File: src/rtl/player_action_if.sv
// Controller pin bundle and action outputs for one player.
// The bench (master) drives the pins; the sequencer (slave) drives the action outputs.
interface player_action_if;
    logic       left_l;
    logic       right_l;
    logic       up_l;
    logic       down_l;
    logic       attack;
    logic       pery;
    logic [2:0] action;
    logic       facing_right;
    logic       strike;
    logic       busy;
    logic [5:0] btn_state;

    modport master (
        output left_l, right_l, up_l, down_l, attack, pery,
        input  action, facing_right, strike, busy, btn_state
    );

    modport slave (
        input  left_l, right_l, up_l, down_l, attack, pery,
        output action, facing_right, strike, busy, btn_state
    );
endinterface

File: src/rtl/player_action_fsm.sv
// Per-player input sequencer: synchronizes and debounces the six controller inputs,
// then runs the walk/crouch/jump/attack/cooldown/parry move state machine.
module player_action_fsm #(
    parameter logic [15:0] DEBOUNCE_CYCLES = 16'd50000,
    parameter logic [23:0] JUMP_CYCLES     = 24'd5000000,
    parameter logic [23:0] ATTACK_CYCLES   = 24'd2500000,
    parameter logic [23:0] COOLDOWN_CYCLES = 24'd2500000
) (
    input  logic             clk,
    input  logic             reset,
    player_action_if.slave   pif
);
    typedef enum logic [2:0] {
        IDLE     = 3'd0,
        WALK_L   = 3'd1,
        WALK_R   = 3'd2,
        CROUCH   = 3'd3,
        JUMP     = 3'd4,
        ATTACK   = 3'd5,
        COOLDOWN = 3'd6,
        PARRY    = 3'd7
    } state_t;

    // Raw pin order matches btn_state; ones mark the active-low pins.
    localparam logic [5:0] IDLE_LEVEL = 6'b001111;

    logic [5:0]  raw;
    logic [5:0]  synced;
    logic [5:0]  sync1_q, sync1_d, sync2_q, sync2_d;
    logic [5:0]  btn_q, btn_d;
    logic [15:0] cnt_q [6];
    logic [15:0] cnt_d [6];
    logic        atk_prev_q, atk_prev_d;
    logic        atk_rise;
    state_t      state_q, state_d, free_next;
    logic [23:0] timer_q, timer_d;
    logic        facing_q, facing_d;
    logic        timed;

    assign raw    = {pif.pery, pif.attack, pif.down_l, pif.up_l, pif.right_l, pif.left_l};
    assign synced = sync2_q ^ IDLE_LEVEL;

    always_comb begin
        sync1_d    = raw;
        sync2_d    = sync1_q;
        btn_d      = btn_q;
        atk_prev_d = btn_q[4];
        for (int i = 0; i < 6; i++) begin
            cnt_d[i] = '0;
            if (synced[i] != btn_q[i]) begin
                if (cnt_q[i] == DEBOUNCE_CYCLES - 16'd1) begin
                    btn_d[i] = synced[i];
                end else begin
                    cnt_d[i] = cnt_q[i] + 16'd1;
                end
            end
        end
    end

    assign atk_rise = btn_q[4] & ~atk_prev_q;
    assign timed    = (state_q == JUMP) || (state_q == ATTACK) || (state_q == COOLDOWN);

    always_comb begin
        free_next = IDLE;
        if (atk_rise)                  free_next = ATTACK;
        else if (btn_q[5])             free_next = PARRY;
        else if (btn_q[2])             free_next = JUMP;
        else if (btn_q[3])             free_next = CROUCH;
        else if (btn_q[0] && !btn_q[1]) free_next = WALK_L;
        else if (btn_q[1] && !btn_q[0]) free_next = WALK_R;
    end

    always_comb begin
        state_d  = state_q;
        facing_d = facing_q;
        timer_d  = '0;
        case (state_q)
            IDLE, WALK_L, WALK_R, CROUCH: state_d = free_next;
            PARRY: begin
                if (atk_rise)       state_d = ATTACK;
                else if (!btn_q[5]) state_d = IDLE;
            end
            JUMP:     if (timer_q == JUMP_CYCLES - 24'd1)     state_d = IDLE;
            ATTACK:   if (timer_q == ATTACK_CYCLES - 24'd1)   state_d = COOLDOWN;
            COOLDOWN: if (timer_q == COOLDOWN_CYCLES - 24'd1) state_d = IDLE;
            default:  state_d = IDLE;
        endcase
        // Timer counts cycles spent in the current timed state and restarts on every entry.
        if (timed && (state_d == state_q)) timer_d = timer_q + 24'd1;
        if (state_d == WALK_R)      facing_d = 1'b1;
        else if (state_d == WALK_L) facing_d = 1'b0;
    end

    always_ff @(posedge clk) begin
        if (reset) begin
            sync1_q    <= IDLE_LEVEL;
            sync2_q    <= IDLE_LEVEL;
            btn_q      <= '0;
            for (int i = 0; i < 6; i++) cnt_q[i] <= '0;
            atk_prev_q <= 1'b0;
            state_q    <= IDLE;
            timer_q    <= '0;
            facing_q   <= 1'b1;
        end else begin
            sync1_q    <= sync1_d;
            sync2_q    <= sync2_d;
            btn_q      <= btn_d;
            for (int i = 0; i < 6; i++) cnt_q[i] <= cnt_d[i];
            atk_prev_q <= atk_prev_d;
            state_q    <= state_d;
            timer_q    <= timer_d;
            facing_q   <= facing_d;
        end
    end

    assign pif.action       = state_q;
    assign pif.facing_right = facing_q;
    assign pif.strike       = (state_q == ATTACK) && (timer_q == 24'd0);
    assign pif.busy         = timed;
    assign pif.btn_state    = btn_q;
endmodule

File: src/flat_wrapper.sv
// flat-port wrapper written by rule: the top's interface ports become plain ports
module player_action_fsm_flat 
#(
    parameter logic [15:0] DEBOUNCE_CYCLES = 16'd50000,
    parameter logic [23:0] JUMP_CYCLES     = 24'd5000000,
    parameter logic [23:0] ATTACK_CYCLES   = 24'd2500000,
    parameter logic [23:0] COOLDOWN_CYCLES = 24'd2500000
)
  (clk, reset, pif_left_l, pif_right_l, pif_up_l, pif_down_l, pif_attack, pif_pery, pif_action, pif_facing_right, pif_strike, pif_busy, pif_btn_state);
  player_action_if pif_i ();
  input  logic clk;
  input  logic reset;
  input wire logic [$bits(pif_i.left_l)-1:0] pif_left_l;
  input wire logic [$bits(pif_i.right_l)-1:0] pif_right_l;
  input wire logic [$bits(pif_i.up_l)-1:0] pif_up_l;
  input wire logic [$bits(pif_i.down_l)-1:0] pif_down_l;
  input wire logic [$bits(pif_i.attack)-1:0] pif_attack;
  input wire logic [$bits(pif_i.pery)-1:0] pif_pery;
  output wire logic [$bits(pif_i.action)-1:0] pif_action;
  output wire logic [$bits(pif_i.facing_right)-1:0] pif_facing_right;
  output wire logic [$bits(pif_i.strike)-1:0] pif_strike;
  output wire logic [$bits(pif_i.busy)-1:0] pif_busy;
  output wire logic [$bits(pif_i.btn_state)-1:0] pif_btn_state;
  assign pif_i.left_l = pif_left_l;
  assign pif_i.right_l = pif_right_l;
  assign pif_i.up_l = pif_up_l;
  assign pif_i.down_l = pif_down_l;
  assign pif_i.attack = pif_attack;
  assign pif_i.pery = pif_pery;
  assign pif_action = pif_i.action;
  assign pif_facing_right = pif_i.facing_right;
  assign pif_strike = pif_i.strike;
  assign pif_busy = pif_i.busy;
  assign pif_btn_state = pif_i.btn_state;
  player_action_fsm #(.DEBOUNCE_CYCLES(DEBOUNCE_CYCLES), .JUMP_CYCLES(JUMP_CYCLES), .ATTACK_CYCLES(ATTACK_CYCLES), .COOLDOWN_CYCLES(COOLDOWN_CYCLES)) u_core (.clk(clk), .reset(reset), .pif(pif_i));
endmodule
File: config.mk
export PLATFORM = sky130hd
export DESIGN_NAME = player_action_fsm_flat
export DESIGN_NICKNAME = d
export VERILOG_FILES = /design/src/rtl/player_action_if.sv /design/src/rtl/player_action_fsm.sv /design/src/flat_wrapper.sv
export SDC_FILE = /design/constraint.sdc
export NUM_CORES = 1
export LEC_CHECK = 0
export CORE_MARGIN = 3
export CORE_UTILIZATION = 35
export DETAILED_ROUTE_END_ITERATION = 8
export MAX_ROUTING_LAYER = met4
export PLACE_DENSITY = 0.49
export SETUP_SLACK_MARGIN = 0.5
export SLEW_MARGIN = 0
export SYNTH_ARGS = -nofsm -noshare
export SYNTH_HDL_FRONTEND = slang
export SYNTH_SLANG_ARGS = --single-unit
File: constraint.sdc
create_clock -name clk -period 2.5 [get_ports clk]
set_input_delay 0.625 -clock clk [delete_from_list [all_inputs] [get_ports clk]]
set_output_delay 0.625 -clock clk [all_outputs]
set_load 0.05 [all_outputs]
==> impl_metrics.tcl <==
set metrics [dict create \
    drc 0 \
    layoutNonFillerInstCount 970 \
    hold_buffers 0 \
    syn_inst 697 \
    fin_skew_ps 6.11 \
    cts_htree_levels 4 \
    synth_top_area_share_pct 47.2 \
    clkTransAtPathRegs_ps 60 \
    dp_hpwl_um 8000 \
    synth_area_per_cell_sq_um 8.71 \
    groute.usage.overall_pct 14.2 \
    cts.sinks 143 \
    cp.required_ps 1880 \
    crit_fanout 4 \
    finalCriticalPeriod_ps 2690 \
    ff2ff_setup_slack_ps -130 \
    finalWorstSetupSlack_ps -185 \
    num_vias 4690 \
    slew_headroom_pct 60.7 \
    whs_ps 406 \
    finalSetupViolations 25 \
    violations "negative setup slack" \
    syn-num-nets 713 \
    fp.dieW_um 138 \
    cts_tree "yes" \
    max-cap-violations 0 \
    holdPathEnd "u_core.sync2_q[0]" \
    drtIter0Drc 163 \
    synth.distinct_cells 42 \
    placed_cells 923 \
    rr_startpoint "u_core.timer_q[21]" \
    endpoint_kind "primary output" \
    cts-root-buf "clkbuf_16" \
    hp-start "u_core.sync1_q[0]" \
    insertion_delay_ps 410 \
    ys.flop_type "dfxtp_1" \
    yosys_warnings 0 \
    setup_tns_ps -2860 \
    dr.pass1.iters 4 \
    reg2reg_depth 10 \
    synth_edf_count 0 \
    powerDensity_mw_per_mm2 667 \
    vias_per_cell 4.84 \
    port_buffers 19 \
    status "finished with violations" \
    overflow 0 \
    grt_pass1_wl_um 20900 \
    crit_type "reg2out" \
    fmax_mhz 372 \
    wl_um 12300 \
    startpoint_type "flop" \
    initial_utilization_pct 36.2 \
    core_region_area_sq_mm 0.0168 \
    fp-row-count 47 \
    grt_max_degree 33 \
    wire_per_inst_um 12.6 \
    ys_seq_elements 143 \
    fin_nets 753 \
    critPathArrivalTime_ps 2060 \
    rsz0062_at_grt "yes" \
    yosysMostFrequentCell "nor2_1" \
    cts.path.max_buffers 2 \
    hold_viol 0 \
    antenna_left 0 \
    leakage_nw 2.50 \
    layout-drive-gt1-share_pct 16.4 \
    async_flop_share_pct 0 \
    finalPower_w 0.00509 \
    synthToLayoutAreaGrowth_pct 25.8 \
    yosysSeqAreaShare_pct 47.2 \
    insertedDiodeCount 0 \
    synthTopCellsByArea "dfxtp_1 (47%), nor2_1 (9.6%), xor2_1 (9.1%)" \
    hold_class "reg2reg" \
    synthesis.area_sq_mm 0.00607 \
    drv_slew 0 \
    io_pins 20 \
    synth_common_cells "nor2_1 (155), dfxtp_1 (143), xor2_1 (63)" \
    first_global_vias 4660 \
    ir_drop_mv 0.477 \
    gp_congestion 0.835 \
    antenna_found_initial 0 \
    tightest_slew_ps 580 \
    fin_crit_sh_pct 107 \
    die_h_um 138 \
    timing.rr.end "u_core.timer_q[16]" \
    cts_inserted_buffers 17 \
    synth.largest_area_cell "dfxtp_1" \
    min_path_cells 1 \
    dieArea_sq_mm 0.0190 \
]
## sequential cells by signal, summed over array words and instances (netlist names)
name                     flops
u_core.atk_prev_q            1
u_core.cnt_q                96
u_core.pif.action            3
u_core.pif.btn_state         6
u_core.pif.facing_right      1
u_core.sync1_q               6
u_core.sync2_q               6
u_core.timer_q              24
## layout by cell type (no fill, tap or decap), types with 9 or more instances in the layout
| master | netlist | routed |
|---|---|---|
| nor2b_1 | 9 | 9 |
| clkdlybuf4s15_2 | 0 | 9 |
| dfxtp_2 | 0 | 9 |
| or3_1 | 15 | 11 |
| inv_1 | 18 | 18 |
| dfxtp_1 | 143 | 132 |
| nand3_1 | 43 | 43 |
| nor2_1 | 155 | 133 |
| xnor2_1 | 43 | 43 |
| clkbuf_16 | 0 | 17 |
| o21ai_0 | 10 | 10 |
| buf_4 | 0 | 11 |
| and3_1 | 23 | 23 |
| nand4_1 | 21 | 21 |
| or2_2 | 10 | 9 |
| xor2_1 | 63 | 63 |
| nor3_1 | 12 | 11 |
| nor2_4 | 0 | 16 |
| nand2_1 | 47 | 47 |
## worst max path at each step
| stage | startpoint | endpoint | slack (ps) | cells past startpoint |
|---|---|---|---|---|
| 4_1_cts | u_core.timer_q[20] | pif_strike | -200 | 4 |
| 3_5_place_dp | u_core.timer_q[20] | u_core.timer_q[3] | 160 | 7 |
| 6_report | u_core.timer_q[21] | pif_strike | -190 | 4 |
| 2_1_floorplan | u_core.timer_q[11] | pif_strike | 130 | 4 |
| 5_1_grt | u_core.timer_q[21] | pif_strike | -250 | 4 |
| 3_3_place_gp | u_core.timer_q[20] | u_core.timer_q[2] | 250 | 7 |
## per-layer routing
| metal | global-route usage [%] | vias to the layer above | wire length (um) |
|---|---|---|---|
| met1 | 16.3 | 2187 | 5660 |
| met5 | - | - | 0 |
| met4 | 6.21 | 0 | 133 |
| li1 | - | 2423 | - |
| met2 | 22.8 | 68 | 5840 |
| met3 | 4.24 | 12 | 630 |
## kinds of logic (layout without fill, tap and decap cells)
kind of cell | count (synthesis) | after routing | synth area share [%]
xor+xnor | 106 | 106 | 15.3
fa+ha+maj | 8 | 8 | 1.65
mux | 2 | 2 | 0.330
simple gates | 369 | 369 | 29.4
compound gates | 33 | 33 | 3.71
flops | 143 | 143 | 47.2
buf+inv | 36 | 89 | 2.47
## metrics by stage
step	utilization (%)	setup slack, ps	instance area [sq um]
detailed placement	39.2	158	6570
global route	45.5	-254	7630
CTS	44.9	-196	7520
global placement	39.2	250	6570
finish	45.5	-185	7630
floorplan	-	132	6110
## power by group
group	internal, W	switching, W	total (W)
clock network	0.00182	0.000924	0.00274
logic	0.0000240	0.0000259	0.0000499
registers	0.00229	0.00000620	0.00230
total	0.00413	0.000956	0.00509
## worst max-delay path, stage by stage (launching register included)
cell and delay (ps):
dfxtp_4 350, or4_1 510, or3_4 400, nor3_4 220, buf_12 160
## final cells by class
class | instances | area [sq um]
well taps | 220 | 275
fillers | 1590 | 9130
multi-input cells | 518 | 3290
repair buffers | 39 | 467
flip-flops and latches | 143 | 2880
inverters | 18 | 67.6
clock inverters | 11 | 186
clock buffers | 21 | 460
## timing repair
action	4_1_cts	5_1_grt
endpoints found under the setup margin	85	60
resized for setup	71	25
gates cloned	3	0
pin swaps	4	7
setup buffers	7	5
hold endpoints to repair	0	0
Note: power is estimated with default switching activity, not from simulation.
